===== src/rtl/cnn_mem_pkg.sv =====
// Shared constants and types for the CNN memory-port blocks.
//   ADDR_WIDTH / DATA_WIDTH : memory address and signed data widths
//   BLOCK_SIZE              : max words per output tile
//   ROW_LEN                 : words per tile row before the row stride applies
//   word_t / addr_t / len_t : data word, address and word-count types
//   wr_state_t              : block-writer FSM states
package cnn_mem_pkg;

  localparam int ADDR_WIDTH = 16;
  localparam int DATA_WIDTH = 16;
  localparam int BLOCK_SIZE = 25;
  localparam int ROW_LEN    = 5;

  localparam int LEN_WIDTH  = $clog2(BLOCK_SIZE + 1);
  localparam int COL_WIDTH  = (ROW_LEN > 1) ? $clog2(ROW_LEN) : 1;

  typedef logic signed [DATA_WIDTH-1:0] word_t;
  typedef logic        [ADDR_WIDTH-1:0] addr_t;
  typedef logic        [LEN_WIDTH-1:0]  len_t;

  typedef enum logic [1:0] {
    IDLE,
    WRITE,
    DONE
  } wr_state_t;

  // Requests longer than one tile are truncated to a full tile.
  function automatic len_t clamp_len(input len_t len);
    return (len > len_t'(BLOCK_SIZE)) ? len_t'(BLOCK_SIZE) : len;
  endfunction

endpackage


===== src/rtl/dma_block_writer_tile_addr_gen.sv =====
// tile_addr_gen: walks a 2-D tile address pattern, ROW_LEN words per row with
// rows 'stride' apart. No divider: a column counter plus a row-base accumulator.
//   clk, rst : clock, synchronous active-high reset
//   load     : capture base/stride, address = base (word 0)
//   step     : advance to the next word of the tile
//   base     : address of word 0
//   stride   : address delta between row starts
//   addr     : registered address of the current word
module tile_addr_gen
  import cnn_mem_pkg::*;
(
  input  logic  clk,
  input  logic  rst,
  input  logic  load,
  input  logic  step,
  input  addr_t base,
  input  addr_t stride,
  output addr_t addr
);

  logic [COL_WIDTH-1:0] col_reg;
  addr_t                row_base_reg;
  addr_t                stride_reg;
  addr_t                addr_reg;

  // Address math is modulo 2^ADDR_WIDTH; overflow simply wraps.
  always_ff @(posedge clk) begin
    if (rst) begin
      col_reg      <= '0;
      row_base_reg <= '0;
      stride_reg   <= '0;
      addr_reg     <= '0;
    end else if (load) begin
      col_reg      <= '0;
      row_base_reg <= base;
      stride_reg   <= stride;
      addr_reg     <= base;
    end else if (step) begin
      if (col_reg == COL_WIDTH'(ROW_LEN - 1)) begin
        col_reg      <= '0;
        row_base_reg <= row_base_reg + stride_reg;
        addr_reg     <= row_base_reg + stride_reg;
      end else begin
        col_reg  <= col_reg + COL_WIDTH'(1);
        addr_reg <= addr_reg + addr_t'(1);
      end
    end
  end

  assign addr = addr_reg;

endmodule


===== src/rtl/dma_block_writer.sv =====
// dma_block_writer: captures one output tile from the conv/pool engine and
// writes it to memory as single-word writes along a 2-D tile pattern.
//   clk, rst     : clock, synchronous active-high reset (aborts a transfer)
//   start        : request, only sampled in IDLE
//   base_addr    : address of word 0
//   row_stride   : address delta between row starts
//   length       : words to write (clamped to BLOCK_SIZE)
//   block_in     : word j at [j*DATA_WIDTH +: DATA_WIDTH]
//   mem_grant    : arbiter accepts the presented write this cycle
//   mem_enable   : write request valid
//   mem_rw       : 0 while writing, 1 otherwise
//   mem_address  : target address (registered)
//   mem_data     : word to write (registered)
//   busy         : transfer in progress
//   done         : one-cycle completion pulse
module dma_block_writer
  import cnn_mem_pkg::*;
(
  input  logic                             clk,
  input  logic                             rst,
  input  logic                             start,
  input  addr_t                            base_addr,
  input  addr_t                            row_stride,
  input  len_t                             length,
  input  logic [BLOCK_SIZE*DATA_WIDTH-1:0] block_in,
  input  logic                             mem_grant,
  output logic                             mem_enable,
  output logic                             mem_rw,
  output addr_t                            mem_address,
  output word_t                            mem_data,
  output logic                             busy,
  output logic                             done
);

  wr_state_t state_reg;
  len_t      len_reg;
  len_t      word_reg;
  len_t      word_next;
  len_t      len_clamped;
  word_t     word_in [BLOCK_SIZE];
  word_t     blk_reg [BLOCK_SIZE];

  logic accept;
  logic xfer;
  logic last_word;
  logic step;

  genvar gi;
  generate
    for (gi = 0; gi < BLOCK_SIZE; gi++) begin : g_unpack
      assign word_in[gi] = block_in[gi*DATA_WIDTH +: DATA_WIDTH];
    end
  endgenerate

  assign len_clamped = clamp_len(length);
  assign accept      = (state_reg == IDLE) && start;
  assign xfer        = (state_reg == WRITE) && mem_grant;
  assign last_word   = (word_reg == len_reg - len_t'(1));
  assign word_next   = word_reg + len_t'(1);
  // The address generator advances in lock-step with the word counter and
  // stays parked on the last address once the final word is accepted.
  assign step        = xfer && !last_word;

  // Block buffer: snapshot of the tile, so block_in may change after start.
  always_ff @(posedge clk) begin
    if (accept) begin
      for (int i = 0; i < BLOCK_SIZE; i++) begin
        blk_reg[i] <= word_in[i];
      end
    end
  end

  tile_addr_gen u_addr_gen (
    .clk    (clk),
    .rst    (rst),
    .load   (accept),
    .step   (step),
    .base   (base_addr),
    .stride (row_stride),
    .addr   (mem_address)
  );

  always_ff @(posedge clk) begin
    if (rst) begin
      state_reg  <= IDLE;
      len_reg    <= '0;
      word_reg   <= '0;
      mem_enable <= 1'b0;
      mem_rw     <= 1'b1;
      mem_data   <= '0;
      busy       <= 1'b0;
      done       <= 1'b0;
    end else begin
      case (state_reg)
        IDLE: begin
          done <= 1'b0;
          if (start) begin
            len_reg  <= len_clamped;
            word_reg <= '0;
            if (len_clamped == '0) begin
              state_reg <= DONE;
              done      <= 1'b1;
            end else begin
              // Word 0 is presented the cycle right after start, straight
              // from the input bus since the buffer loads on this same edge.
              state_reg  <= WRITE;
              busy       <= 1'b1;
              mem_enable <= 1'b1;
              mem_rw     <= 1'b0;
              mem_data   <= word_in[0];
            end
          end
        end

        WRITE: begin
          // Without a grant nothing changes: the request is held as-is.
          if (mem_grant) begin
            if (last_word) begin
              state_reg  <= DONE;
              mem_enable <= 1'b0;
              mem_rw     <= 1'b1;
              busy       <= 1'b0;
              done       <= 1'b1;
            end else begin
              word_reg <= word_next;
              mem_data <= blk_reg[word_next];
            end
          end
        end

        DONE: begin
          done      <= 1'b0;
          state_reg <= IDLE;
        end

        default: begin
          state_reg <= IDLE;
        end
      endcase
    end
  end

endmodule

===== config.mk =====
export PLATFORM = sky130hd
export DESIGN_NAME = dma_block_writer
export DESIGN_NICKNAME = d
export VERILOG_FILES = /design/src/rtl/cnn_mem_pkg.sv /design/src/rtl/dma_block_writer_tile_addr_gen.sv /design/src/rtl/dma_block_writer.sv
export SDC_FILE = /design/constraint.sdc
export NUM_CORES = 1
export LEC_CHECK = 0
export CAP_MARGIN = 25
export CORE_MARGIN = 4
export CORE_UTILIZATION = 50
export CTS_CLUSTER_SIZE = 40
export DETAILED_ROUTE_END_ITERATION = 16
export GPL_ROUTABILITY_DRIVEN = 0
export HOLD_SLACK_MARGIN = 0.05
export PLACE_DENSITY = 0.83
export SKIP_LAST_GASP = 1
export SLEW_MARGIN = 25
export SYNTH_ARGS = -nofsm -noshare
export SYNTH_HDL_FRONTEND = slang
export SYNTH_SLANG_ARGS = --single-unit

===== constraint.sdc =====
create_clock -name clk -period 18.69 [get_ports clk]
set_input_delay 1.869 -clock clk [delete_from_list [all_inputs] [get_ports clk]]
set_output_delay 1.869 -clock clk [all_outputs]
set_load 0.01 [all_outputs]

==> impl_metrics.yaml <==
pwr:
  irDropWorstVdd_v: 0.000102
  power_density_nw_per_um2: 134
  p_leak_nw: 8.92
final_layout:
  layout.nets: 2196
  layout_common_cells: "clkdlybuf4s50_1 (475), edfxtp_1 (400), nand2_1 (108)"
  mostFrequentLayoutCell: "clkdlybuf4s50_1"
  drive_gt1_frac: 0.113
  fin_area_um2: 26800
  fillCellCount: 2542
  largest_reg_flops: 400
  syn_to_final_growth_pct: 34.2
route:
  post-route-drc-count: 0
  drt_iter0_markers: 1231
  postRouteAntennaNets: 0
  wl_per_cell_um: 27.1
  drt-pass1-iter-count: 7
  viasPerCell: 5.83
  vias: 13400
  wl_mm: 62.4
global_route:
  grt_pass1_vias: 14100
  grt_pass1_wl_mm: 88.5
  grt_max_degree: 141
  grt_overflow: 0
  track_usage: 0.273
  grt_antenna_before_repair: 27
sta:
  fin_crit_sh: 0.255
  layout_setup_ws_ns: 13.92
  hold_violations: 0
  min_period_ns: 4.77
  worst_pin_slew_ns: 1.04
  fmax_mhz: 210
  final.setup.tns_ns: 0
  finalMaxSlewViolations: 0
  setup_viol: 0
  fin_skew_ns: 0.0269
  slew_headroom: 0.303
  rsz0062_at_grt: "false"
floorplan:
  die_height_um: 208
  die_w_um: 208
  row_count: 72
  ios: 477
  design.die.area_um2: 43200
  placeableCoreArea_um2: 39100
  initial_core_util: 0.511
logic_synthesis:
  synth_edf_count: 400
  synthDistinctLibCells: 66
  yosysSeqAreaShare: 0.683
  synth_seq_cells: 482
  ys_async_sr_fraction: 0
  synthFlopType: "edfxtp_1"
  synth_fp_nets: 1729
  postSynthAreaPerCell_um2: 15.8
  yosys_warnings: 0
  syn_inst: 1264
  synth_area_um2: 20000
clocking:
  cts.clk_slew.worst_paths_ns: 0.06
  post_cts_buffers: 0
  tritoncts: "yes"
  cts_root_buf: "clkbuf_16"
  clkSinkCount: 482
  clock_tree.buffer_depth: 3
  cts_buffers: 49
  cts-resized-gates: 0
  cts_hold_buf: 0
  clk_latency_ns: 0.60
  ctsHtreeMaxLevel: 2
outcome:
  status: "complete, no violations"
critical_path:
  cp-start-kind: "input port"
  cp_max_fo: 140
  critPathKind: "in -> reg"
  required_ns: 18.90
  crit_arrival_ns: 4.98
  end_kind: "flop"
placement:
  post-dp-hpwl_mm: 43.4
  dp_slack_ns: 13.19
  place_area_um2: 25200
  io_buffer_count: 476
run:
  drv_cap: 0
min_path:
  hp-class: "reg -> reg"
worst paths after layout:
kind / cells past startpoint / to / slack, ns / from
worst max-delay path: 5 / blk_reg[0][15]$_DFFE_PP_ / 13.92 / start
worst min-delay path: 2 / u_addr_gen.stride_reg[11]$_SDFFE_PP0P_ / 0.46 / u_addr_gen.stride_reg[11]$_SDFFE_PP0P_
worst max register to register: 6 / blk_reg[0][15]$_DFFE_PP_ / 15.05 / state_reg[0]$_SDFFE_PP0P_
worst min register to register: 2 / u_addr_gen.stride_reg[11]$_SDFFE_PP0P_ / 0.46 / u_addr_gen.stride_reg[11]$_SDFFE_PP0P_
synth_stat cells (2+ instances only):
library cell	number	area [µm²]
xor2_1	13	114
nor3_2	2	20.0
edfxtp_1	400	12000
nand3b_1	3	22.5
a211oi_1	13	97.6
o21ai_0	38	190
o211ai_1	6	45.0
or2_2	2	12.5
buf_2	24	120
xnor2_1	13	114
and2_1	5	31.3
a21oi_1	83	415
mux2i_1	50	500
o22ai_1	4	25.0
a2111o_1	2	22.5
o221ai_1	17	149
clkbuf_1	39	146
nand2_1	109	409
buf_4	5	37.5
a221oi_1	4	35.0
and4_1	3	26.3
nand4_1	5	31.3
mux4_2	96	2160
a21o_1	6	45.0
a31oi_1	13	81.3
nand3_1	20	100
a311oi_1	4	35.0
o32ai_1	3	26.3
dfxtp_1	82	1640
buf_6	2	22.5
and3_1	7	43.8
or3_1	5	31.3
a22oi_1	2	15.0
o21a_1	2	15.0
nor3_1	38	190
o21bai_1	11	82.6
o31ai_1	2	15.0
ha_1	23	288
nor2b_1	2	12.5
inv_1	17	63.8
nor2_1	61	229
nand2b_1	4	25.0
critical path, stage by stage:
cell             delay [ns]
clkdlybuf4s50_1        0.56
nand2_2                0.13
inv_8                  0.56
buf_6                  0.71
buf_4                  0.81
cells by family after synthesis:
| kind of cell | share of synthesized area |
|---|---|
| AOI/OAI and AO/OA | 0.0726 |
| xor gates and xnor gates | 0.0125 |
| adders and majority gates | 0.0154 |
| buffers and inverters | 0.0211 |
| DFF | 0.683 |
| muxes | 0.133 |
| and+or+nand+nor | 0.0620 |
stage by stage:
stage	cells	hold WS, ns	total power [mW]	util
6_report	2305	0.460	3.58	0.686
5_1_grt	2304	0.478	3.73	0.686
4_1_cts	2286	0.463	3.58	0.684
3_5_place_dp	2197	0.455	2.62	0.644
3_3_place_gp	2196	0.449	2.57	0.644
2_1_floorplan	1264	0.441	2.39	-
area by class of cell:
class                   count  area, µm²  share of cell area
inverters                  18       75.1             0.00280
well taps                 518        648              0.0242
diodes                     18       45.0             0.00168
flip-flops and latches    482      13700               0.509
clock inverters            29        282              0.0105
multi-input cells         692       5970               0.223
repair buffers            488       4870               0.182
clock buffers              60       1270              0.0473
metal layers:
metal	wire length, µm	vias to the layer above	GRT usage
met5	127	-	0
met4	3330	18	0.137
met3	5260	160	0.0770
met2	32800	772	0.482
met1	20900	6561	0.304
li1	-	5926	-
power breakdown:
part	leakage, nW	internal [mW]	total, mW	switching, mW
Combinational	3.70	0.441	1.02	0.577
Sequential	4.49	1.50	1.61	0.110
Clock	0.733	0.529	0.956	0.426
Total	8.92	2.47	3.58	1.11
No activity file was read; power rests on OpenSTA's default activity.
